$ cat config.mk
export PLATFORM = sky130hd
export DESIGN_NAME = fir_tap_scheduler_flat
export DESIGN_NICKNAME = d
export VERILOG_FILES = /design/src/rtl/fir_tap_scheduler_if.sv /design/src/rtl/fir_tap_scheduler.sv /design/src/flat_wrapper.sv
export SDC_FILE = /design/constraint.sdc
export NUM_CORES = 1
export LEC_CHECK = 0
export ABC_AREA = 0
export BUFFER_PORTS_ARGS = -buffer_cell sky130_fd_sc_hd__buf_4
export CORE_ASPECT_RATIO = 1.1
export CORE_UTILIZATION = 45
export DETAILED_ROUTE_END_ITERATION = 7
export HOLD_SLACK_MARGIN = 0.15
export PLACE_DENSITY = 0.63
export SLEW_MARGIN = 20
export SYNTH_ARGS = -nofsm -noshare
export SYNTH_HDL_FRONTEND = slang
export SYNTH_SLANG_ARGS = --single-unit
$ cat constraint.sdc
create_clock -name clk -period 16.4 [get_ports clk]
set_input_delay 0.82 -clock clk [delete_from_list [all_inputs] [get_ports clk]]
set_output_delay 0.82 -clock clk [all_outputs]
set_load 0.01 [all_outputs]
$ cat src/rtl/fir_tap_scheduler_if.sv
// Handshake, coefficient-load and result bundle for fir_tap_scheduler.
// slave = scheduler side, master = sample source / coefficient loader / result sink side.
interface fir_tap_scheduler_if #(
  parameter int DW   = 16,
  parameter int TAPS = 6,
  parameter int AW   = 2*DW+3
);
  logic                 in_valid;
  logic                 in_ready;
  logic [TAPS*DW-1:0]   in_data;
  logic                 coef_we;
  logic [2:0]           coef_addr;
  logic [DW-1:0]        coef_data;
  logic                 out_valid;
  logic                 out_ready;
  logic [AW-1:0]        out_data;
  logic                 busy;

  modport slave (
    input  in_valid, in_data, coef_we, coef_addr, coef_data, out_ready,
    output in_ready, out_valid, out_data, busy
  );

  modport master (
    output in_valid, in_data, coef_we, coef_addr, coef_data, out_ready,
    input  in_ready, out_valid, out_data, busy
  );
endinterface

$ cat src/rtl/fir_tap_scheduler.sv
// Shared-multiplier FIR dot product: one tap per cycle, result TAPS+MUL_LAT+1 cycles after accept, held until out_ready.
// No new vector is taken until the result handshakes. FIR_SCHED_ZERO_SKIP_EN issues only taps with nonzero coefficients.
module fir_tap_scheduler #(
  parameter int DW      = 16,
  parameter int TAPS    = 6,
  parameter int MUL_LAT = 2,
  parameter int AW      = 2*DW+3
) (
  input logic                clk,
  input logic                rst_n,
  fir_tap_scheduler_if.slave bus
);
  typedef enum logic [1:0] {IDLE, ISSUE, DRAIN, DONE} state_t;

  state_t                 state, state_nxt;
  logic [TAPS*DW-1:0]     sbuf;
  logic signed [DW-1:0]   coef [TAPS];
  logic [3:0]             n_iss, r, r_nxt;
  logic [MUL_LAT-1:0]     vld_pipe;
  logic signed [2*DW-1:0] prod_pipe [MUL_LAT];
  logic signed [AW-1:0]   acc;
  logic signed [DW-1:0]   samp, cf;
  logic signed [2*DW-1:0] mul_a, mul_b, prod;
  logic                   accept, issue, retire, coef_ok, last_issue, skip_all;
  logic                   in_ready, out_valid;
  logic [2:0]             sel;

  assign coef_ok = bus.coef_we && (state == IDLE) && ({1'b0, bus.coef_addr} < 4'(TAPS));
  assign accept  = bus.in_valid && in_ready;
  assign retire  = vld_pipe[MUL_LAT-1];
  assign r_nxt   = r + {3'd0, retire};

`ifdef FIR_SCHED_ZERO_SKIP_EN
  logic [TAPS-1:0] mask, nz_acc, sel_oh;

  // A coefficient written in the accept cycle must already count in the mask.
  always_comb begin
    nz_acc = '0;
    for (int i = 0; i < TAPS; i++) begin
      nz_acc[i] = (coef_ok && bus.coef_addr == 3'(i)) ? (bus.coef_data != '0) : (coef[i] != '0);
    end
  end

  assign sel_oh = mask & (~mask + TAPS'(1));

  always_comb begin
    sel = '0;
    for (int i = TAPS-1; i >= 0; i--) begin
      if (mask[i]) sel = 3'(i);
    end
  end

  assign last_issue = (mask & ~sel_oh) == '0;
  assign skip_all   = (nz_acc == '0);

  always_ff @(posedge clk or negedge rst_n) begin
    if (!rst_n)      mask <= '0;
    else if (accept) mask <= nz_acc;
    else if (issue)  mask <= mask & ~sel_oh;
  end
`else
  logic [2:0] k;

  assign sel        = k;
  assign last_issue = (k == 3'(TAPS-1));
  assign skip_all   = 1'b0;

  always_ff @(posedge clk or negedge rst_n) begin
    if (!rst_n)      k <= '0;
    else if (accept) k <= '0;
    else if (issue)  k <= k + 3'd1;
  end
`endif

  always_comb begin
    samp  = sbuf[sel*DW +: DW];
    cf    = coef[sel];
    mul_a = {{DW{samp[DW-1]}}, samp};
    mul_b = {{DW{cf[DW-1]}}, cf};
    prod  = mul_a * mul_b;
  end

  // DRAIN counts the retire landing this cycle so DONE follows the final retire edge.
  always_comb begin
    state_nxt = state;
    in_ready  = 1'b0;
    out_valid = 1'b0;
    issue     = 1'b0;
    case (state)
      IDLE: begin
        in_ready = 1'b1;
        if (bus.in_valid) state_nxt = skip_all ? DONE : ISSUE;
      end
      ISSUE: begin
        issue = 1'b1;
        if (last_issue) state_nxt = DRAIN;
      end
      DRAIN: if (r_nxt == n_iss) state_nxt = DONE;
      DONE: begin
        out_valid = 1'b1;
        if (bus.out_ready) state_nxt = IDLE;
      end
      default: state_nxt = IDLE;
    endcase
  end

  always_ff @(posedge clk or negedge rst_n) begin
    if (!rst_n) begin
      state    <= IDLE;
      sbuf     <= '0;
      n_iss    <= '0;
      r        <= '0;
      acc      <= '0;
      vld_pipe <= '0;
      for (int i = 0; i < TAPS; i++)    coef[i]      <= '0;
      for (int i = 0; i < MUL_LAT; i++) prod_pipe[i] <= '0;
    end else begin
      state <= state_nxt;
      if (coef_ok) coef[bus.coef_addr] <= bus.coef_data;
      vld_pipe[0]  <= issue;
      prod_pipe[0] <= prod;
      for (int i = 1; i < MUL_LAT; i++) begin
        vld_pipe[i]  <= vld_pipe[i-1];
        prod_pipe[i] <= prod_pipe[i-1];
      end
      if (accept) begin
        sbuf  <= bus.in_data;
        acc   <= '0;
        n_iss <= '0;
        r     <= '0;
      end else begin
        if (issue) n_iss <= n_iss + 4'd1;
        if (retire) begin
          acc <= acc + {{(AW-2*DW){prod_pipe[MUL_LAT-1][2*DW-1]}}, prod_pipe[MUL_LAT-1]};
          r   <= r_nxt;
        end
      end
    end
  end

  assign bus.in_ready  = in_ready;
  assign bus.out_valid = out_valid;
  assign bus.out_data  = acc;
  assign bus.busy      = (state != IDLE);
endmodule

$ cat src/flat_wrapper.sv
// flat-port wrapper written by rule: the top's interface ports become plain ports
module fir_tap_scheduler_flat 
#(
  parameter int DW      = 16,
  parameter int TAPS    = 6,
  parameter int MUL_LAT = 2,
  parameter int AW      = 2*DW+3
)
  (clk, rst_n, bus_in_valid, bus_in_data, bus_coef_we, bus_coef_addr, bus_coef_data, bus_out_ready, bus_in_ready, bus_out_valid, bus_out_data, bus_busy);
  fir_tap_scheduler_if #(.DW(DW), .TAPS(TAPS), .AW(AW)) bus_i ();
  input logic clk;
  input logic rst_n;
  input wire logic [$bits(bus_i.in_valid)-1:0] bus_in_valid;
  input wire logic [$bits(bus_i.in_data)-1:0] bus_in_data;
  input wire logic [$bits(bus_i.coef_we)-1:0] bus_coef_we;
  input wire logic [$bits(bus_i.coef_addr)-1:0] bus_coef_addr;
  input wire logic [$bits(bus_i.coef_data)-1:0] bus_coef_data;
  input wire logic [$bits(bus_i.out_ready)-1:0] bus_out_ready;
  output wire logic [$bits(bus_i.in_ready)-1:0] bus_in_ready;
  output wire logic [$bits(bus_i.out_valid)-1:0] bus_out_valid;
  output wire logic [$bits(bus_i.out_data)-1:0] bus_out_data;
  output wire logic [$bits(bus_i.busy)-1:0] bus_busy;
  assign bus_i.in_valid = bus_in_valid;
  assign bus_i.in_data = bus_in_data;
  assign bus_i.coef_we = bus_coef_we;
  assign bus_i.coef_addr = bus_coef_addr;
  assign bus_i.coef_data = bus_coef_data;
  assign bus_i.out_ready = bus_out_ready;
  assign bus_in_ready = bus_i.in_ready;
  assign bus_out_valid = bus_i.out_valid;
  assign bus_out_data = bus_i.out_data;
  assign bus_busy = bus_i.busy;
  fir_tap_scheduler #(.DW(DW), .TAPS(TAPS), .MUL_LAT(MUL_LAT), .AW(AW)) u_core (.clk(clk), .rst_n(rst_n), .bus(bus_i));
endmodule
==> Word level (Yosys, flattened, before mapping) <==
Index checks and enable logic that the tools add are counted.
{ "totals": {"output_inout_bits": 38, "wordCells": 67, "ff_bits": 306, "in_bits": 120} }
{ "classes": {"addsub": 4, "shift": 1, "n_mux": 22, "order_cmp": 4, "n_reduce_logical": 9, "eq_ne": 9, "bitwise_logic": 2, "n_mul": 1} }
{ "op_table": {"columns": ["cell", "n"], "rows": [
  ["96-bit bitwise mux", 1],
  ["96-bit by 8-bit variable part select with 16-bit output", 1],
  ["35-bit 2-to-1 mux", 2],
  ["16-bit binary-select mux with 3-bit select", 1],
  ["16-bit demux with 3-bit select", 1],
  ["16-bit 2-to-1 mux", 3],
  ["35-bit adder", 1],
  ["16-bit by 16-bit multiplier with 32-bit output", 1],
  ["4-bit 2-to-1 mux", 4],
  ["4-bit >= comparator (second input constant)", 2],
  ["2-bit 2-to-1 mux", 4],
  ["3-bit inverter with 4-bit output", 2],
  ["2-bit one-hot mux with 4 select lines", 1],
  ["3-bit 2-to-1 mux", 2],
  ["2-bit nonzero test", 3],
  ["4-bit by 1-bit adder with 4-bit output", 1],
  ["4-bit by 1-bit adder with 4-bit output (second input constant)", 1],
  ["2-bit equality test (second input constant)", 2],
  ["4-bit equality test", 1],
  ["1-bit logical AND", 4],
  ["4-bit by 1-bit < comparator with 1-bit output (second input constant)", 1],
  ["2-bit by 1-bit inequality test with 1-bit output (second input constant)", 2],
  ["2-bit inequality test (second input constant)", 2],
  ["4-bit AND reduction", 1],
  ["6 further kinds", 8]
]} }

==> Logic depth before layout (Yosys ltp) <==
Gate-level depths: netlist (run 1).
{ "depth": {"word_depth": 6, "mapped_depth": 29, "depth_no_buf": 26} }

==> Worst setup path after synthesis (run 1) <==
Ideal clock, no wire load.
{ "synth_timing": {"path_kind": "reg2reg", "start": "register u_core.k[0]", "end": "register u_core.prod_pipe[60] (netlist name)", "required_time_ns": 16.320, "setup_slack_ns": 9.269, "n_path_buf": 4, "path_stages_with_launch": 26, "arrival_time_ns": 7.051, "synth_period_minus_slack_ns": 7.131, "setup_time_ns": 0.080, "path_cell_list": "dfrtp_1 > buf_2 > buf_2 > buf_2 > mux2i_1 > nor2_1 > a21oi_1 > clkbuf_1 > nor2_1 > fa_1 > fa_1 > fa_1 > fa_1 > fa_1 > inv_1 > fa_1 > inv_1 > ha_1 > a211oi_1 > nor2_1 > or4_1 > o2111ai_1 > a31oi_1 > a21o_1 > a21oi_1 > xnor2_1"} }
{ "synth_via": {"elab_chain_len": 5, "elab_cells_between_ends": 6, "cone_classes": "mul: 1; shift: 1; mux: 3; bitwise: 1"} }
{ "synth_rtl": {"columns": ["element", "line", "source"], "rows": [
  ["start: declaration", "fir_tap_scheduler.sv:62", "logic [2:0] k;"],
  ["start signal: assignment", "fir_tap_scheduler.sv:71", "else if (issue) k <= k + 3'd1;"],
  ["branches (longest 4 deep; another with 96-bit by 8-bit variable part select with 16-bit output)", null, null],
  ["16-bit by 16-bit multiplier with 32-bit output (*)", "fir_tap_scheduler.sv:80", "prod = mul_a * mul_b;"],
  ["via u_core.prod[28]", "fir_tap_scheduler.sv:23", "logic signed [2*DW-1:0] mul_a, mul_b, prod;"],
  ["end signal: indexed assignment", "fir_tap_scheduler.sv:124", "prod_pipe[i] <= prod_pipe[i-1];"],
  ["end: declaration", "fir_tap_scheduler.sv:20", "logic signed [2*DW-1:0] prod_pipe [MUL_LAT];"]
]} }
Mark *: on every way through the listed nets, which the timed path passes. The select of a mux whose other input is x is not followed.
A chain may end at the register's enable or synchronous reset.

==> Worst setup path in the final report (run 1) <==
{ "layout_timing": {"start": "register u_core.k[0]", "end": "register u_core.prod_pipe[63] (netlist name)"} }
Same word-level chain as after synthesis.

==> impl_results.md, run 1 <==
* Outcome: completed
* Routed WL per cell at 17.9 µm
* Via count of the first global-routing pass at 18300
* Die area at 0.0539 mm²
* Total via count after detailed routing at 17000
* Worst slack after detailed placement at 8.12 ns
* Arrival time reported for the critical path endpoint at 8.79 ns
* Number of antenna violations at the first check in global routing at 0
* Post-CTS resize count at 0
* Sequential cell area fraction in the yosys report at 32.1%
* Ratio of cells with drive above 1 in the final layout at 15.5%
* Slowest stage cell on the critical path: a21oi_1
* Flip-flop and latch count after synthesis at 306
* Net count of the finished layout at 3028
* Minimum clock period after layout at 8.35 ns
* Pin count of the biggest net entering global routing at 124
* Cell chain of the critical path: buf_4, mux2i_1, nor2_1, a21oi_1, nor2_1, fa_1, inv_1, fa_1, fa_1, inv_1, fa_1, fa_1, inv_1, fa_1, inv_1, ha_1, a21oi_1, nand3_1, a211oi_1, a211oi_1, o21ai_0, nand2_1, o41ai_1, xnor2_1
* Cell family with most CP delay: adder cells
* Final weighted congestion in routability-driven placement at 0.972
* Period utilisation layout at 50.9%
* Fmax achieved at 0.120 GHz
* Die Ht at 243 µm
* Number of distinct library cells after synthesis at 64
* ANT cells at 0
* First-pass GRT wire length at 96200 µm
* Worst-path fanout max at 46
* Drt total wl at 57700 µm
* Number of detailed-routing iterations run before antenna repair at 7
* Post-synthesis cell count at 2390
* Hold/Removal Path Class: reg2reg
* Clock latency of the later-clocked register in the worst-skew pair at 0.55 ns
* Most frequent cell on the critical path: fa_1
* Minimum setup slack among reg-to-reg paths at 8.05 ns
* Number of placement rows at 88
* Worst stage delay on the critical path at 0.86 ns
* Starting density of the core at 45.5%
* Top cell types by occurrence after synthesis: nand2_1 (435), inv_1 (328), dfrtp_1 (306), fa_1 (263), nor2_1 (211)
* Setup Skew at 0.0254 ns
* Sum of negative setup slack at 0 ns
* Sort of element at the end of the critical path: flip-flop
* Cell accounting for the most synthesized area: dfrtp_1
* Max_cap viols at 0
* Number of DRC violations after detailed-routing iteration 0 at 1066
* Clock buffer count from CTS at 35
* # Post-CTS Setup Buffers at 0
* Synthesized net count at 2898
* Number of synthesized flops with an enable pin at 0
* Top cell type's share of synthesized area at 32.1%
* Cell count of the worst hold path at 0
* Chip Width at 222 µm
* Predominant post-synthesis flop cell: dfrtp_1
* Post-Syn Area per Cell at 9.98 µm²
* Worst path buffer plus inverter count at 5
* Mapped cell area at 0.0239 mm²
* Routed vias/inst at 5.27
* Clock tree from TritonCTS: yes
* Count of pins over their slew limit at 0
* R2r worst-path depth at 24
* Startpoint of the worst register-to-register path: u_core.k[0]
* Leading post-synthesis cells by cell area: dfrtp_1 (32%), fa_1 (22%), nand2_1 (6.8%), ha_1 (6.6%), inv_1 (5.2%)
* Number of buffers on the longest clock path at 3
* Worst-path clk slew at 0.06 ns
* Number of nets still failing antenna checks after routing at 0
* Launching element type of the critical path: flip-flop
* Post-route non-filler standard cell count at 3222
* TritonCTS Sinks at 306
* Final number of hold-violating endpoints at 0
* Final setup viols at 0
* Share of synthesized flip-flops with an asynchronous set or reset at 100%
* Worst Max-Slew Pin Slew at 1.15 ns
* Area added between synthesis and finish at 12.9%
* Total of buffers placed on input and output ports at 157
* All-Layer GR Usage at 22.3%
* Setup repair after global routing missed its margin: no
* Worst Hold Endpoint: u_core.prod_pipe[21]
* Number of warnings reported in the yosys synthesis log at 0
* Required time of the critical path at 16.84 ns
* Root Driver: clkbuf_16
* Total placed cells including tap cells at 3158
* Floorplan core area at 0.0524 mm²
* Deepest level of the CTS H-tree at 2
* Worst hold start: u_core.prod_pipe[53]
* Grt total ovfl at 0
* Count of boundary I/O pins at 158
* Detailed placement HPWL at 44000 µm
* Final worst-path setup slack at 8.05 ns
* DRC violations left at 0
* Count of fill cells added during filler insertion at 4795
* Type of the worst setup path: reg2reg
* FF-to-FF End: u_core.prod_pipe[63]
* Most instantiated library cell after synthesis: nand2_1
* Max-slew headroom at the worst pin at 23.1%
* Total of hold buffers inserted after clock tree synthesis at 0
[cells in the final DEF, fill, tap and decap left out, types with 37 or more instances in the layout]
cell type	instances
a21o_1	37
fa_1	263
dfrtp_1	304
nand2_1	434
a21oi_1	100
mux2i_1	49
mux2_2	96
nor2_1	207
xnor2_1	54
buf_4	182
o21ai_0	38
inv_1	328
ha_1	125
[layout make-up]
| class | instances | area, µm² | share of cell area (%) |
|---|---|---|---|
| tap | 675 | 845 | 3.14 |
| inverter | 328 | 1230 | 4.57 |
| clock inverter | 8 | 139 | 0.516 |
| multi-input combinational | 1666 | 14600 | 54.3 |
| clock buffer | 56 | 1040 | 3.85 |
| sequential | 306 | 7660 | 28.5 |
| timing repair buffer | 183 | 1380 | 5.13 |
[registers in the layout (all words and copies together) (netlist names)]
signal / count
u_core.r: 4
u_core.vld_pipe: 2
u_core.prod_pipe: 64
u_core.k: 3
u_core.bus.out_data: 35
u_core.coef: 96
u_core.sbuf: 96
u_core.n_iss: 4
u_core.state: 2
[worst register-to-register path: stages, from the launching register on]
cell and delay (ns):
dfrtp_4 0.70, buf_4 0.79, mux2i_1 0.41, nor2_1 0.10
a21oi_1 0.86, nor2_1 0.18, fa_1 0.57, inv_1 0.05
fa_1 0.45, fa_1 0.53, inv_1 0.07, fa_1 0.48
fa_1 0.50, inv_1 0.06, fa_1 0.49, inv_1 0.04
ha_1 0.36, a21oi_1 0.28, nand3_1 0.10, a211oi_1 0.30
a211oi_1 0.11, o21ai_0 0.20, nand2_1 0.11, o41ai_1 0.33
xnor2_1 0.18
[layer usage]
metal	routed length (µm)	global-route usage, %	part of all wire (%)
met5	0	0	0
met4	1720	7.23	3.0
met3	2970	3.09	5.1
met1	25200	29.5	44
met2	27900	37.9	48
[worst max path at each step]
stage,slack (ns),endpoint,cells past startpoint,start
2_1_floorplan,9.27,u_core.prod_pipe[60],25,u_core.k[0]
3_3_place_gp,8.18,u_core.prod_pipe[62],22,u_core.k[0]
3_5_place_dp,8.12,u_core.prod_pipe[63],22,u_core.k[0]
4_1_cts,8.09,u_core.prod_pipe[63],22,u_core.k[0]
5_1_grt,7.56,u_core.prod_pipe[57],23,u_core.k[0]
6_report,8.05,u_core.prod_pipe[63],24,u_core.k[0]
[stage by stage]
stage	area (µm²)	util [%]	hold WS, ns
floorplan	23900	-	0.331
CTS	26900	51.4	0.343
finish	26900	51.4	0.344
detailed placement	25700	49.1	0.335
global route	26900	51.4	0.350
global placement	25700	49.1	0.332
[cells by family after synthesis]
group | after synthesis | synth area share, %
flip-flops | 306 | 32.1
AO/OA/AOI/OAI | 255 | 6.80
adder cells (fa/ha/maj) | 388 | 28.6
XOR/XNOR | 69 | 2.53
AND/OR/NAND/NOR | 777 | 13.7
multiplexers | 177 | 9.61
buffers and inverters | 418 | 6.68
Power of run 1 is left out: the tool's default activity adds up to more than one toggle a clock period on the data nets, which glitch-free logic cannot reach.
==> inputs of run 2 (changes only) <==
--- a/config.mk
+++ b/config.mk
@@ -11,7 +11,7 @@
 export CORE_UTILIZATION = 45
 export DETAILED_ROUTE_END_ITERATION = 7
 export HOLD_SLACK_MARGIN = 0.15
-export PLACE_DENSITY = 0.63
+export PLACE_DENSITY = 0.66
 export SLEW_MARGIN = 20
 export SYNTH_ARGS = -nofsm -noshare
 export SYNTH_HDL_FRONTEND = slang
==> constraint.sdc (replaced) <==
create_clock -name clk -period 7.6 [get_ports clk]
set_input_delay 0.38 -clock clk [delete_from_list [all_inputs] [get_ports clk]]
set_output_delay 0.38 -clock clk [all_outputs]
set_load 0.01 [all_outputs]
==> run 2 against run 1 <==
  * Final cell count rose by 4.6%
  * Die area unchanged
  * Utilization grew 2.8 points
  * Hold slack got worse by 0.00088 ns
  * Cell area up 5.5%
  * Wire length up 7.2%
  * Flip-flop and latch count is the same
  * Global-route usage rose by 1.3 points
  * Sequential share of layout area shrank 1.5 points
  * Highest routed layer unchanged
==> impl_results.md, run 2 (synthesis gave the netlist of run 1 again) <==
* Outcome: completed
* # Post-CTS Setup Buffers at 0
* Max-slew headroom at the worst pin at 27.0%
* Total of buffers placed on input and output ports at 157
* Net count of the finished layout at 3177
* Area taken by flip-flops and latches at 0.00766 mm²
* Clock latency of the later-clocked register in the worst-skew pair at 0.56 ns
* Area used by multi-input combinational logic at 0.0147 mm²
* All-Layer GR Usage at 23.6%
* Total via count after detailed routing at 17800
* Number of antenna violations at the first check in global routing at 1
* Worst-path fanout max at 29
* Ratio of cells with drive above 1 in the final layout at 16.4%
* DRC violations left at 0
* Biggest regs: u_core.coef x96, u_core.sbuf x96, u_core.prod_pipe x64
* Deepest level of the CTS H-tree at 2
* Critical Path Source: u_core.k[0]
* Clock tree from TritonCTS: yes
* Hold/Removal Path Class: reg2reg
* WHS at 0.343 ns
* Starting density of the core at 45.5%
* Count of pins over their slew limit at 0
* Period utilisation layout at 95.9%
* Drt total wl at 61900 µm
* Minimum clock period after layout at 7.29 ns
* First-pass GRT wire length at 101000 µm
* Number of DRC violations after detailed-routing iteration 0 at 1199
* Routed WL per cell at 18.4 µm
* Worst-path clk slew at 0.06 ns
* Final number of hold-violating endpoints at 0
* Required time of the critical path at 8.06 ns
* Chip Width at 222 µm
* Arrival time reported for the critical path endpoint at 7.75 ns
* Type of the worst setup path: reg2reg
* Commonest cells after routing, fill and taps aside: nand2_1 (434), inv_1 (328), dfrtp_1 (304)
* Routed vias/inst at 5.29
* Fmax achieved at 0.137 GHz
* Sort of element at the end of the critical path: flip-flop
* Number of nets still failing antenna checks after routing at 0
* Area added between synthesis and finish at 19.0%
* Number of detailed-routing iterations run before antenna repair at 6
* Die area at 0.0539 mm²
* Setup Skew at 0.0222 ns
* Pin count of the biggest net entering global routing at 159
* Commonest non-fill, non-tap cell in the layout: nand2_1
* Number of buffers on the longest clock path at 3
* Count of boundary I/O pins at 158
* Detailed placement HPWL at 45400 µm
* Final weighted congestion in routability-driven placement at 0.957
* Worst hold start: u_core.vld_pipe[0]
* Grt total ovfl at 0
* Max_cap viols at 0
* TritonCTS Sinks at 306
* Via count of the first global-routing pass at 19100
* Count of fill cells added during filler insertion at 4539
* Root Driver: clkbuf_16
* Worst Max-Slew Pin Slew at 1.10 ns
* Startpoint of the worst register-to-register path: u_core.k[0]
* Die Ht at 243 µm
* Floorplan core area at 0.0524 mm²
* Number of placement rows at 88
* Clock buffer count from CTS at 35
* Launching element type of the critical path: flip-flop
* Final setup viols at 0
* Setup repair after global routing missed its margin: yes
-- run 2: cell count changes in the layout (fill, tap and decap cells not counted), sizes merged --
cell         delta
bufinv          -1
diode           +1
dlygate4sd3   +113
buf            +36
clkbuf         -10
clkinv          +3
inv             +1
clkinvlp        +5
-- run 2: metal layers --
layer  track usage [%]  part of all wire, %  vias up  wire length (µm)
li1                  -                    -     8182                 -
met1              29.8                   41     8929             25600
met2              40.3                   49      527             30300
met3              3.18                  4.9      192              3040
met4              11.2                  4.7        0              2940
met5                 0                    0        -                 0
-- run 2: path summary, 6_finish.rpt --
check                                  endpoint  slack [ns]  cells past startpoint
max                        u_core.prod_pipe[60]        0.31                     24
min                          u_core.vld_pipe[1]        0.34                      0
max reg2reg                u_core.prod_pipe[60]        0.31                     24
min reg2reg                  u_core.vld_pipe[1]        0.34                      0
max in group asynchronous    u_core.vld_pipe[1]        5.79                      3
min in group asynchronous       u_core.coef[62]        0.43                      2
-- run 2: repair_timing --
item	in CTS	in global routing
hold buffers	113	0
endpoints found under the hold margin	276	0
setup endpoints to repair	0	4
gates resized for setup	0	6
-- run 2: critical path, stage by stage (launching register included) --
cell,delay [ns]
dfrtp_4,0.49
buf_12,0.26
buf_4,0.21
mux4_2,0.51
a21oi_1,0.32
nor2_1,0.11
fa_1,0.55
inv_1,0.06
fa_1,0.49
fa_1,0.62
inv_1,0.08
fa_1,0.49
fa_1,0.49
inv_1,0.05
fa_1,0.47
inv_1,0.04
ha_1,0.33
a21oi_1,0.17
o21ai_0,0.13
or4_1,0.43
o2111ai_1,0.17
a31oi_2,0.18
a21o_1,0.21
a21oi_1,0.18
xnor2_1,0.14
-- run 2: layout make-up --
class | instances | share of cell area, %
Tap cell | 675 | 2.97
Antenna cell | 1 | 0.00881
Multi-Input combinational cell | 1666 | 51.6
Clock inverter | 16 | 0.643
Clock buffer | 46 | 3.48
Timing Repair Buffer | 332 | 9.99
Sequential cell | 306 | 27.0
Inverter | 328 | 4.34
-- run 2: through the flow --
stage	std cells	setup slack [ns]	util (%)	area [µm²]	TNS (ns)
global route	3370	-0.0148	54.2	28400	-0.0148
detailed placement	3194	0.293	49.7	26100	0
finish	3370	0.308	54.2	28400	0
global placement	3194	0.385	49.7	26100	0
floorplan	2390	0.469	-	23900	0
CTS	3369	0.272	54.1	28400	0
Power of run 2 is left out for the same reason.
